<file path="src/rtl/nn_seq_pkg.sv">
// nn_seq_pkg: shared widths and controller state type for the layer sequencer
package nn_seq_pkg;
  localparam int PK_WIDTH = 7;
  localparam int PK_LEN = 9;
  localparam int VEC_W = 63;
  typedef enum logic [3:0] {
    IDLE, FWD_ISSUE, FWD_WAIT, FWD_ACK, BWD_ISSUE, BWD_WAIT, BWD_ACK, DONE, ERROR
  } state_e;
endpackage

</file>
<file path="src/rtl/nn_seq_watchdog.sv">
// nn_seq_watchdog: wait-state timeout counter, present only when NN_SEQ_WATCHDOG_EN is defined
module nn_seq_watchdog #(
  parameter int TIMEOUT_CYCLES = 64
) (
  input  logic clk,
  input  logic reset,
  input  logic clear,
  input  logic enable,
  output logic expired
);
`ifdef NN_SEQ_WATCHDOG_EN
  localparam int CW = $clog2(TIMEOUT_CYCLES + 1);
  logic [CW-1:0] cnt_q;
  always_ff @(posedge clk)
    if (reset || clear) cnt_q <= '0;
    else if (enable) cnt_q <= cnt_q + 1'b1;
  assign expired = enable && (cnt_q == CW'(TIMEOUT_CYCLES - 1));
`else
  logic unused;
  assign unused = ^{clk, reset, clear, enable};
  assign expired = 1'b0;
`endif
endmodule

</file>
<file path="src/rtl/nn_sequencer.sv">
// nn_sequencer: forward/backprop step controller for chained layers; watchdog via NN_SEQ_WATCHDOG_EN
module nn_sequencer
  import nn_seq_pkg::*;
#(
  parameter int NUM_LAYERS = 3,
  parameter int TIMEOUT_CYCLES = 64
) (
  input  logic                        clk,
  input  logic                        reset,
  input  logic                        start,
  input  logic [VEC_W-1:0]            sample_vec,
  input  logic [VEC_W-1:0]            target_vec,
  output logic                        busy,
  output logic                        done,
  output logic                        error,
  output logic [VEC_W-1:0]            result_vec,
  output logic [NUM_LAYERS-1:0]       layer_mult,
  output logic [NUM_LAYERS-1:0]       layer_backprop,
  output logic [NUM_LAYERS-1:0]       layer_ack,
  output logic [NUM_LAYERS-1:0]       layer_output_layer,
  input  logic [NUM_LAYERS-1:0]       layer_valid,
  output logic [VEC_W-1:0]            layer_in_vec,
  input  logic [VEC_W*NUM_LAYERS-1:0] layer_out_vec
);
  localparam int IW = $clog2(NUM_LAYERS);
  state_e state_q, state_d;
  logic [IW-1:0] idx_q, idx_d;
  logic [VEC_W-1:0] vec_q, vec_d, tgt_q, tgt_d, res_q, res_d;
  logic [NUM_LAYERS-1:0] sel;
  logic expired, last;
  assign sel = NUM_LAYERS'(1) << idx_q;
  assign last = idx_q == IW'(NUM_LAYERS - 1);
  nn_seq_watchdog #(.TIMEOUT_CYCLES(TIMEOUT_CYCLES)) u_wd (
    .clk(clk),
    .reset(reset),
    .clear(state_q == FWD_ISSUE || state_q == BWD_ISSUE),
    .enable(state_q == FWD_WAIT || state_q == BWD_WAIT),
    .expired(expired)
  );
  always_comb begin
    state_d = state_q;
    idx_d = idx_q;
    vec_d = vec_q;
    tgt_d = tgt_q;
    res_d = res_q;
    case (state_q)
      IDLE: if (start) begin
        state_d = FWD_ISSUE;
        vec_d = sample_vec;
        tgt_d = target_vec;
        idx_d = '0;
      end
      FWD_ISSUE: state_d = FWD_WAIT;
      BWD_ISSUE: state_d = BWD_WAIT;
      FWD_WAIT, BWD_WAIT: if (layer_valid[idx_q]) begin
        vec_d = layer_out_vec[idx_q*VEC_W +: VEC_W];
        state_d = (state_q == FWD_WAIT) ? FWD_ACK : BWD_ACK;
      end else if (expired) state_d = ERROR;
      FWD_ACK: if (!last) begin
        idx_d = idx_q + 1'b1;
        state_d = FWD_ISSUE;
      end else begin
        // the backward pass starts from the same last layer with the target as its input
        res_d = vec_q;
        vec_d = tgt_q;
        state_d = BWD_ISSUE;
      end
      BWD_ACK: if (idx_q != '0) begin
        idx_d = idx_q - 1'b1;
        state_d = BWD_ISSUE;
      end else state_d = DONE;
      DONE: state_d = IDLE;
      default: state_d = state_q;
    endcase
  end
  always_ff @(posedge clk)
    if (reset) begin
      state_q <= IDLE;
      idx_q <= '0;
      vec_q <= '0;
      tgt_q <= '0;
      res_q <= '0;
    end else begin
      state_q <= state_d;
      idx_q <= idx_d;
      vec_q <= vec_d;
      tgt_q <= tgt_d;
      res_q <= res_d;
    end
  assign layer_mult = (state_q == FWD_ISSUE) ? sel : '0;
  assign layer_backprop = (state_q == BWD_ISSUE) ? sel : '0;
  assign layer_ack = (state_q == FWD_ACK || state_q == BWD_ACK) ? sel : '0;
  assign layer_output_layer = NUM_LAYERS'(1) << (NUM_LAYERS - 1);
  assign layer_in_vec = vec_q;
  assign result_vec = res_q;
  assign busy = state_q != IDLE;
  assign done = state_q == DONE;
`ifdef NN_SEQ_WATCHDOG_EN
  assign error = state_q == ERROR;
`else
  assign error = 1'b0;
`endif
endmodule
</file>
<file path="config.mk">
export PLATFORM = sky130hd
export DESIGN_NAME = nn_sequencer
export DESIGN_NICKNAME = d
export VERILOG_FILES = /design/src/rtl/nn_seq_pkg.sv /design/src/rtl/nn_seq_watchdog.sv /design/src/rtl/nn_sequencer.sv
export SDC_FILE = /design/constraint.sdc
export NUM_CORES = 1
export LEC_CHECK = 0
export CAP_MARGIN = 20
export CORE_AREA = 2 2 179 181
export CTS_CLUSTER_DIAMETER = 30
export DETAILED_ROUTE_END_ITERATION = 7
export DIE_AREA = 0 0 181 183
export GPL_ROUTABILITY_DRIVEN = 1
export PLACE_DENSITY_LB_ADDON = 0.05
export SYNTH_ARGS = -nofsm -noshare
export SYNTH_HDL_FRONTEND = slang
export SYNTH_SLANG_ARGS = --single-unit
</file>
<file path="constraint.sdc">
create_clock -name clk -period 2.8 [get_ports clk]
set_input_delay 0.56 -clock clk [delete_from_list [all_inputs] [get_ports clk]]
set_output_delay 0.56 -clock clk [all_outputs]
set_load 0.1 [all_outputs]
</file>
Word-level counts from Yosys, hierarchy flattened

Index checks and enable logic that the tools add are counted.

Flip-flop bits (word level): 195
Input port bits: 321
Output and inout bits: 141
Logic and storage cells: 56

Add/sub/neg operators: 2
$mul: 1
Order comparisons: 1
Eq/ne operators: 13
Shift operators: 2
Muxes and demuxes: 19
Reduce and logical (&&, ||, !) cells: 13

Operators with widths:

| operator            | count |
|---|---|
| $mux 63             | 3 |
| $pmux 63 s3         | 1 |
| $shiftx 189x9->63   | 1 |
| $pmux 4 s7          | 1 |
| $eq 4x3->1 const B  | 4 |
| $mux 3              | 5 |
| $ne 2x2->1 const B  | 5 |
| $eq 4x2->1 const B  | 2 |
| $mul 2x6->8 const B | 1 |
| $mux 2              | 4 |
| $mux 4              | 2 |
| $reduce_and 4->1    | 2 |
| $reduce_bool 7->1   | 1 |
| $pmux 2 s3          | 1 |
| $reduce_bool 3->1   | 2 |
| $eq 4x1->1 const B  | 1 |
| $logic_not 4->1     | 1 |
| $reduce_and 2->1    | 2 |
| $reduce_bool 4->1   | 1 |
| $lt 2x3->1 const B  | 1 |
| $reduce_and 3->1    | 1 |
| $shl 1x2->3 const A | 1 |
| $add 2x1->2 const B | 1 |
| $bmux 1 s2          | 1 |
| other kinds (6)     | 6 |

Longest topological paths before layout

Depth in word-level cells: 4
Mapped depth: 9

Cells and area by module

A second synthesis with hierarchy kept.

Cell total of the unflattened synthesis: 1205
Area, all modules: 9500.4 um2

By module, submodules not included:

| module          | times used | cells an instance | area an instance (um2) | sequential area each (um2) |
|---|---|---|---|---|
| nn_sequencer    | 1          | 1203              | 9489.1                 | 3903.7 |
| nn_seq_watchdog | 1          | 2                 | 11.3                   | 0.0 |

Least setup slack after synthesis

No wires, ideal clock.

Path type: register to output
Start point: register state_q[0]
End point: output layer_mult[0]
Data arrival time: 3.974 ns
Path slack: -1.734 ns
Stages on the path, launching flop included: 6
Path buffers: 3
Cells stage by stage: dfxtp_1 buf_2 buf_2 buf_1 nand2_1 nor4_1

Longest elaborated chain between the ends: 2

Ends and longest elaborated chain:

| what                   | RTL line           | source |
|---|---|---|
| start, declared        | nn_sequencer.sv:26 | `state_e state_q, state_d;` |
| start signal, assigned | nn_sequencer.sv:84 | `state_q <= state_d;` |
| $eq 4x1->1             | nn_sequencer.sv:90 | `assign layer_mult = (state_q == FWD_ISSUE) ? sel : '0;` |
| $mux 3                 | nn_sequencer.sv:90 |  |
| end, declared          | nn_sequencer.sv:17 | `output logic [NUM_LAYERS-1:0] layer_mult,` |

Every way passes these cells.

Final worst setup path

Start point: register state_q[0]
End point: output layer_mult[2]

Same word-level chain as after synthesis.

==> impl_metrics.csv <==
group,metric,value,unit
clock_tree,clock_sinks,194,
power_and_ir_drop,pwr_density_cell,543,mW/mm2
clock_tree,cts_buffers,17,
setup_path,critical_path_class,"reg -> out",
power_and_ir_drop,switching_share,37.8,%
route,ant_nets,0,
logic_synthesis,netlist_instances,1351,
grt,antenna_found_initial,6,
setup_path,critPathRequiredTime,2.24,ns
place,io_buffers,457,
sta,max_slew_margin,43.0,%
setup_path,critical_path_cell_count,3,
setup_path,path_max_fanout,52,
sta,clock.fmax,387,MHz
clock_tree,clk-insertion-delay-late,0.45,ns
logic_synthesis,yosysWarnings,0,
setup_path,cp_top_family,"flip-flops",
setup_path,rrSetupSlack,0.51,ns
clock_tree,cts_tree,"done",
die,initial_utilization,34.4,%
sta,finalWorstSetupSlack,0.219,ns
clock_tree,path_clk_slew,0.07,ns
setup_path,path_cells,"nand2_1 -> nor3_2 -> buf_12",
clock_tree,clock_path_buffers,2,
cells_and_area,final_common_cell,"nand2_1",
power_and_ir_drop,combPwrFrac,34.6,%
cells_and_area,fin_nets,2055,
power_and_ir_drop,peakVddDrop,0.388,mV
clock_tree,post_cts_buffers,0,
logic_synthesis,synthFlopType,"dfxtp_1",
job,drv_cap,0,
die,core_region_area,0.0312,mm2
clock_tree,cts_resized,0,
power_and_ir_drop,pwr-share-seq,36.5,%
setup_path,end_kind,"output pin",
die,die_h,183,um
cells_and_area,multi_input_area,0.00624,mm2
sta,finalCritPeriodShare,92.2,%
grt,grt_use_total,25.2,%
setup_path,startpoint_type,"flop",
setup_path,crit_buf_inv,1,
clock_tree,clock-root-buffer,"clkbuf_16",
logic_synthesis,ys_seq_area_share,36.2,%
power_and_ir_drop,pwr-share-clk,28.9,%
worst_hold_path,hold_path_class,"reg -> reg",
logic_synthesis,synth_edf_count,0,
cells_and_area,layout_common_cells,"nand2_1 (327), clkdlybuf4s50_1 (319), a21oi_1 (196)",
route,drt_drc_violations_left,0,
sta,worst_slew_pin_slew,0.855,ns
outcome,status,"complete, no violations",
place,dp_hpwl,30400,um
logic_synthesis,syn_avg_cell_area,7.95,um2
place,placed_area,0.0155,mm2
sta,fin_crit,2.58,ns
setup_path,rr_worst_depth,6,
grt,grt_max_degree,91,
sta,rsz0062_at_grt,"no",
setup_path,crit_end,"layer_mult[2]",
cells_and_area,fillers,3075,
setup_path,r2r_start,"idx_q[1]$_SDFFE_PP0P_",
sta,finalHoldViolations,0,
grt,grt_pass1_wl,65000,um
place,pre_cts_slack,0.263,ns
route,dr.pass1.iters,5,
die,design.portCount,462,
die,row_count,65,
sta,setup_viol_count_final,0,
sta,slew_violations,0,
cells_and_area,final_cells,2152,
die,die_area,0.0331,mm2
route,drt-total-wl,43400,um
clock_tree,cts_max_level,4,
die,die_x,181,um
power_and_ir_drop,power_leakage,5.90,nW
setup_path,startpoint,"state_q[0]$_SDFFE_PP0P_",
logic_synthesis,synth_cell_types,40,
cells_and_area,stdcell_area,0.0161,mm2
route,via_per_inst,5.36,
cells_and_area,regArea,0.00389,mm2
route,via_count,11500,
route,wl_per_cell,20.2,um
power_and_ir_drop,internal_power,0.00544,W
setup_path,crit_slowest_cell,"dfxtp_4",
logic_synthesis,syn_area,0.0107,mm2
grt,overflow,0,
logic_synthesis,yosys_register_bits,194,
setup_path,r2r_end,"layer_in_vec[4]$_SDFFE_PP0P_",
place,dp_cells,2117,
logic_synthesis,async_flop_share,0,%
route,drt-initial-drc-count,834,
grt,grt_pass1_vias,11100,
setup_path,worst_ep_arrival_time,2.02,ns
setup_path,cp_slowest_stage_delay,0.72,ns
cells_and_area,area_growth,50.0,%
place,gp_congestion,0.791,
clock_tree,hold_buffers,0,
sta,clock_skew,0.0156,ns
power_and_ir_drop,p_switching,0.00330,W
cells_and_area,drive_gt1_share,17.1,%
worst register-to-register path, stage by stage, from the launching register on:
cell and delay, ns:
dfxtp_1 0.68, nor2b_4 0.28, buf_4 0.43, a221oi_1 0.20, a311oi_1 0.36, o21ai_0 0.14
mux2i_1 0.13
state kept, by name, summed over array words and instances (netlist names):
register / flops
idx_q: 2
state_q: 3
layer_in_vec: 63
result_vec: 63
tgt_q: 63
worst min-delay path by stage:
stage / cells after the start / startpoint / to / slack (ns)
finish: 2 / tgt_q[25]$_SDFFE_PP0P_ / tgt_q[25]$_SDFFE_PP0P_ / 0.45
global route: 2 / tgt_q[48]$_SDFFE_PP0P_ / tgt_q[48]$_SDFFE_PP0P_ / 0.47
CTS: 2 / tgt_q[27]$_SDFFE_PP0P_ / tgt_q[27]$_SDFFE_PP0P_ / 0.46
detailed placement: 2 / tgt_q[27]$_SDFFE_PP0P_ / tgt_q[27]$_SDFFE_PP0P_ / 0.45
global placement: 2 / tgt_q[38]$_SDFFE_PP0P_ / tgt_q[38]$_SDFFE_PP0P_ / 0.44
floorplan: 2 / tgt_q[0]$_SDFFE_PP0P_ / tgt_q[0]$_SDFFE_PP0P_ / 0.44
metal layers:
| layer | vias up | part of all wire, % | track usage [%] |
|---|---|---|---|
| met2 | 442 | 49 | 43.6 |
| met5 | - | 0.030 | 0 |
| li1 | 5589 | - | - |
| met1 | 5453 | 41 | 30.6 |
| met4 | 2 | 1.9 | 7.84 |
| met3 | 39 | 7.9 | 6.65 |
cells by family after synthesis:
logic type	share of synthesized area (%)
XOR/XNOR	0.0816
multiplexers	12.6
flip-flops	36.2
other	0.0700
buffers and inverters	6.36
AND/OR/NAND/NOR	21.3
AO/OA/AOI/OAI	23.4
power by group through the flow:
stage / clock network (W) / logic (W) / registers (W)
2_1_floorplan: 0 / 0.00112 / 0.00409
3_3_place_gp: 0 / 0.00301 / 0.00325
3_5_place_dp: 0 / 0.00303 / 0.00325
4_1_cts: 0.00259 / 0.00304 / 0.00319
5_1_grt: 0.00269 / 0.00320 / 0.00322
6_report: 0.00252 / 0.00303 / 0.00319
per-stage QoR:
stage / utilization (%) / power, W / hold slack [ns] / setup TNS (ns)
floorplan: - / 0.00520 / 0.436 / -1.18
global placement: 49.7 / 0.00626 / 0.443 / 0
detailed placement: 49.7 / 0.00628 / 0.447 / 0
CTS: 51.5 / 0.00881 / 0.457 / 0
global route: 51.6 / 0.00911 / 0.474 / 0
finish: 51.6 / 0.00874 / 0.454 / 0
cell type report:
| type | count | share of cell area (%) |
|---|---|---|
| sequential | 194 | 24.2 |
| timing repair buffer | 503 | 30.2 |
| inverter | 2 | 0.0466 |
| tap | 402 | 3.12 |
| antenna | 5 | 0.0777 |
| clock buffer | 19 | 2.81 |
| multi-input combinational | 1016 | 38.8 |
| clock inverter | 11 | 0.792 |
cells in the mapped netlist, drive strengths merged (2+ instances only):
cell / count / area (um2)
nor2b: 2 / 12.5
mux2: 64 / 724
nand3b: 64 / 480
inv: 2 / 7.51
o21ai: 66 / 330
nor2: 11 / 57.6
a311oi: 64 / 567
buf: 39 / 293
a21oi: 196 / 981
conb: 2 / 7.51
dfxtp: 194 / 3880
clkbuf: 102 / 383
a221oi: 64 / 561
nand2b: 65 / 407
a31oi: 2 / 12.5
mux2i: 63 / 631
or3: 2 / 12.5
nand2: 329 / 1230
nor3: 6 / 30.0
Power figures use the tool's default switching activity.
